`config.mk`:
```
export PLATFORM = sky130hd
export DESIGN_NAME = sysid_info_regs
export DESIGN_NICKNAME = d
export VERILOG_FILES = /design/src/rtl/sysid_info_regs.sv
export SDC_FILE = /design/constraint.sdc
export NUM_CORES = 1
export LEC_CHECK = 0
export ABC_AREA = 1
export CAP_MARGIN = 20
export CORE_MARGIN = 3
export CORE_UTILIZATION = 59
export DETAILED_ROUTE_END_ITERATION = 8
export GPL_ROUTABILITY_DRIVEN = 0
export HOLD_SLACK_MARGIN = 0.1
export MAX_ROUTING_LAYER = met4
export PLACE_DENSITY = 0.9
export SKIP_CTS_REPAIR_TIMING = 1
export SLEW_MARGIN = 20
export SYNTH_ARGS = -nofsm -noshare
export SYNTH_HDL_FRONTEND = slang
export SYNTH_SLANG_ARGS = --single-unit
```
`constraint.sdc`:
```
create_clock -name clock -period 1.9 [get_ports clock]
set_input_delay 0.38 -clock clock [delete_from_list [all_inputs] [get_ports clock]]
set_output_delay 0.38 -clock clock [all_outputs]
set_load 0.01 [all_outputs]
```
`src/rtl/sysid_info_regs.sv`:
```
// sysid_info_regs: Avalon-MM slave that identifies the bitstream and gives
// software a few bus sanity-check registers.
//
// Word map: 0 ID, 1 build timestamp, 2 capabilities, 3 scratch (R/W,
// byte-enabled), 4 uptime[31:0], 5 uptime[63:32] snapshot, 6 illegal-write
// count (any write clears it), 7 reads as zero.
//
// Ports:
//   clock         system clock, rising edge
//   reset_n       asynchronous active-low reset
//   address       word address (3 bits)
//   read          read request, one word per cycle
//   write         write request (wins over a simultaneous read)
//   writedata     write data
//   byteenable    byte lanes for writes
//   readdata      read data, valid when readdatavalid=1, held otherwise
//   readdatavalid one-cycle pulse per accepted read, READ_LATENCY cycles later
module sysid_info_regs #(
    parameter logic [31:0] ID_VALUE      = 32'h00000000,
    parameter logic [31:0] TIMESTAMP     = 32'd1539181635,
    parameter int          READ_LATENCY  = 1,
    parameter int          UPTIME_DIV    = 1,
    parameter logic [31:0] SCRATCH_RESET = 32'h00000000
) (
    input  logic        clock,
    input  logic        reset_n,
    input  logic [2:0]  address,
    input  logic        read,
    input  logic        write,
    input  logic [31:0] writedata,
    input  logic [3:0]  byteenable,
    output logic [31:0] readdata,
    output logic        readdatavalid
);

    generate
        if (READ_LATENCY < 1 || READ_LATENCY > 4) begin : g_bad_latency
            $error("sysid_info_regs: READ_LATENCY must be in 1..4");
        end
        if (UPTIME_DIV < 1 || UPTIME_DIV > 65535) begin : g_bad_div
            $error("sysid_info_regs: UPTIME_DIV must be in 1..65535");
        end
    endgenerate

    localparam logic [31:0] CAPS_WORD = {8'h02, 8'(READ_LATENCY), 16'(UPTIME_DIV)};
    localparam logic [15:0] PRESC_MAX = 16'(UPTIME_DIV - 1);

    logic [31:0] scratch_q, scratch_d;
    logic [15:0] presc_q,   presc_d;
    logic [63:0] uptime_q,  uptime_d;
    logic [31:0] shadow_q,  shadow_d;
    logic [15:0] bad_wr_q,  bad_wr_d;

    logic [READ_LATENCY-1:0] rd_vld_q;
    logic [31:0]             rd_data_q [READ_LATENCY];

    logic        rd_acc;
    logic        presc_wrap;
    logic [31:0] rdata_mux;

    // A simultaneous write takes the bus; the read is dropped.
    assign rd_acc     = read & ~write;
    assign presc_wrap = (presc_q == PRESC_MAX);

    always_comb begin
        rdata_mux = 32'h0;
        case (address)
            3'd0: rdata_mux = ID_VALUE;
            3'd1: rdata_mux = TIMESTAMP;
            3'd2: rdata_mux = CAPS_WORD;
            3'd3: rdata_mux = scratch_q;
            3'd4: rdata_mux = uptime_q[31:0];
            3'd5: rdata_mux = shadow_q;
            3'd6: rdata_mux = {16'h0, bad_wr_q};
            default: rdata_mux = 32'h0;
        endcase
    end

    always_comb begin
        scratch_d = scratch_q;
        if (write && address == 3'd3) begin
            for (int i = 0; i < 4; i++) begin
                if (byteenable[i]) begin
                    scratch_d[8*i +: 8] = writedata[8*i +: 8];
                end
            end
        end

        presc_d  = presc_wrap ? 16'h0 : presc_q + 16'd1;
        uptime_d = presc_wrap ? uptime_q + 64'd1 : uptime_q;

        // Reading LO freezes the matching HI half so a later HI read is
        // coherent with the LO value even across a carry.
        shadow_d = (rd_acc && address == 3'd4) ? uptime_q[63:32] : shadow_q;

        bad_wr_d = bad_wr_q;
        if (write) begin
            if (address == 3'd6) begin
                bad_wr_d = 16'h0;
            end else if (address != 3'd3 && bad_wr_q != 16'hFFFF) begin
                bad_wr_d = bad_wr_q + 16'd1;
            end
        end
    end

    always_ff @(posedge clock or negedge reset_n) begin
        if (!reset_n) begin
            scratch_q <= SCRATCH_RESET;
            presc_q   <= 16'h0;
            uptime_q  <= 64'h0;
            shadow_q  <= 32'h0;
            bad_wr_q  <= 16'h0;
        end else begin
            scratch_q <= scratch_d;
            presc_q   <= presc_d;
            uptime_q  <= uptime_d;
            shadow_q  <= shadow_d;
            bad_wr_q  <= bad_wr_d;
        end
    end

    // Read pipeline: stage 0 samples the register state of the accepting
    // cycle; data only moves with a valid so the last stage holds readdata.
    always_ff @(posedge clock or negedge reset_n) begin
        if (!reset_n) begin
            rd_vld_q <= '0;
            for (int i = 0; i < READ_LATENCY; i++) begin
                rd_data_q[i] <= 32'h0;
            end
        end else begin
            rd_vld_q[0] <= rd_acc;
            if (rd_acc) begin
                rd_data_q[0] <= rdata_mux;
            end
            for (int i = 1; i < READ_LATENCY; i++) begin
                rd_vld_q[i] <= rd_vld_q[i-1];
                if (rd_vld_q[i-1]) begin
                    rd_data_q[i] <= rd_data_q[i-1];
                end
            end
        end
    end

    assign readdata      = rd_data_q[READ_LATENCY-1];
    assign readdatavalid = rd_vld_q[READ_LATENCY-1];

endmodule

```
==> results.tsv <==
metric	value	unit
outcome	complete, but fails checks	
failing checks	negative setup slack	
Residual DRC	0	
worst hold slack	0.449	ns
Critical Path RT	2.25	ns
Placed Cells	1671	
Worst R2R Start	bad_wr_q[0]$_DFFE_PN0P_	
reg-to-reg slack, setup	-0.02	ns
placed inst area	0.0117	sq mm
Max FO, Critical Path	7	
Vias/cell	6.04	
Row Count	47	
top_reg_cell synth	dfrtp_1	
clock root cell	clkbuf_16	
Antenna Violating Nets Remaining	0	
Setup Skew	0.00946	ns
Total Power	9.36	mW
maximum root-to-sink buffer count	2	
antenna violations before repair	0	
Iteration-0 DRC Markers	1578	
area occupied by multi-input gates	0.00482	sq mm
crit path kind	reg2reg	
Critical Path Start Type	register	
Avg Inst Size Synth	7.60	sq um
GRT Overall Usage	34.6	%
unrepaired setup endpoints after global routing	true	
crit path time final	1.92	ns
Final Core Density	75.1	%
Worst IR Drop VDD	0.000665	V
Worst-Margin Slew	0.541	ns
aggregate global routing overflow	0	
Starting Density	60.9	%
sequential fraction of the synthesis area	47.5	%
Avg WL per Cell	19.0	um
Yosys cell types	34	
Mapped Nets	1386	
Synthesis Warnings	0	
DR pass1 iterations	7	
fin. max-slew vios	0	
Core Box Area	0.0167	sq mm
dpl hpwl	22500	um
Synth area leader	dfrtp_1	
hold crit path type	in2async	
worst path arrival time	2.27	ns
Tcrit/Tclk final	101	%
clk sink count	193	
Syn-to-layout area delta	23.3	%
post-synthesis instance area	0.0102	sq mm
Die Span X	137	um
vias	10371	
most common library cells after synthesis	nand2_1, dfrtp_1, nor2_1, inv_1, nand3_1	
die footprint	0.0189	sq mm
largest net degree at the start of global routing	52	
vias in the first global route	9541	
Synth Register Bits	193	
Synth area leaders	dfrtp_1, nand2_1, nor2_1	
count leader, synth	nand2_1	
pwr dens	746	mW/mm^2
Yosys top cell area share	47.5	%
Finished Layout Cells	1718	
r2r endpoint	bad_wr_q[15]$_DFFE_PN0P_	
Total Nets Final	1531	
port bufs	75	
pre-CTS WS	-0.146	ns
CTS Buf Count	17	
CTS tree	yes	
Slew headroom	63.8	%
drt total wl	32600	um
CP endpoint kind	register	
Clock transition at path regs	0.08	ns
io pins	76	
register area	0.00483	sq mm
share of cells above drive strength 1	13.4	%
H-tree levels	4	
Max-Cap Viols	0	
worst setup margin	-0.0203	ns
worst skew pair latency	0.46	ns
Lkg Pwr	5.92	nW
final instance area	0.0125	sq mm
asr flop ratio synth	100	%
Final setup viols	5	
number of fill cells	1034	
f_max	521	MHz
FF-to-FF path depth	12	
final setup TNS	-0.0627	ns
Syn Inst Count	1339	
first-pass GRT wire length	48800	um
final hold viol count	0	
DIE HEIGHT	137	um
Post-synth EDFFs	0	
routing by layer:
| layer | track usage (%) | vias up | wire length [um] |
|---|---|---|---|
| met2 | 54.1 | 797 | 15300 |
| met5 | - | - | 0 |
| li1 | - | 4565 | - |
| met1 | 43.6 | 4821 | 12000 |
| met3 | 7.05 | 188 | 3610 |
| met4 | 16.1 | 0 | 1680 |
registers in the layout, indices dropped and copies added (netlist names):
register / count
bad_wr_q: 16
presc_q: 16
scratch_q: 32
uptime_q: 64
shadow_q: 32
readdata: 32
readdatavalid: 1
how the worst max path moves through the flow:
stage | from | endpoint | slack, ns | cells after the start
detailed placement | address[2] | shadow_q[20]$_DFFE_PN0P_ | -0.15 | 7
global route | bad_wr_q[0]$_DFFE_PN0P_ | bad_wr_q[11]$_DFFE_PN0P_ | -0.09 | 12
global placement | address[0] | readdata[10]$_DFFE_PN0P_ | -0.04 | 8
floorplan | presc_q[0]$_DFF_PN0_ | uptime_q[44]$_DFFE_PN0N_ | 0.27 | 13
finish | bad_wr_q[0]$_DFFE_PN0P_ | bad_wr_q[15]$_DFFE_PN0P_ | -0.02 | 12
CTS | bad_wr_q[0]$_DFFE_PN0P_ | bad_wr_q[4]$_DFFE_PN0P_ | -0.03 | 12
critical path, stage by stage (launching register included):
cell	delay, ns
dfrtp_1	0.42
ha_4	0.17
nand2_4	0.06
nor2_4	0.14
nand2_2	0.10
nor2_4	0.14
nand2_2	0.09
nand2_2	0.10
nand2_2	0.09
nand2_4	0.12
clkinvlp_4	0.19
nand2_1	0.12
nand2_1	0.05
cell families after synthesis:
group,after synthesis,synth area share [%]
adders and majority gates,4,0.492
xor gates and xnor gates,45,3.87
and+or+nand+nor,807,33.7
muxes,20,2.21
AOI/OAI and AO/OA,105,5.78
DFF,193,47.5
buffers and inverters,165,6.47
area by class of cell:
type / count / share of cell area [%]
sequential: 193 / 38.5
multi-input combinational: 981 / 38.4
timing repair buffer: 159 / 12.0
inverter: 132 / 3.98
clock buffer: 17 / 3.39
tap: 220 / 2.19
clock inverter: 15 / 1.47
antenna: 1 / 0.0199
power breakdown:
group          internal [mW]  switching (mW)
clock                   1.90            1.85
sequential              4.36           0.237
combinational          0.468           0.555
total                   6.72            2.64
cells in the final DEF (no fill, tap or decap), drive strengths merged, types with 22 or more instances in the layout:
| cell type | n |
|---|---|
| xor2 | 37 |
| buf | 83 |
| nand2 | 488 |
| clkdlybuf4s50 | 74 |
| nor2 | 155 |
| dfrtp | 193 |
| nand3 | 98 |
| inv | 138 |
| nor3 | 22 |
| o21ai | 80 |
| nand4 | 34 |
Note: power is estimated with default switching activity, not from simulation.
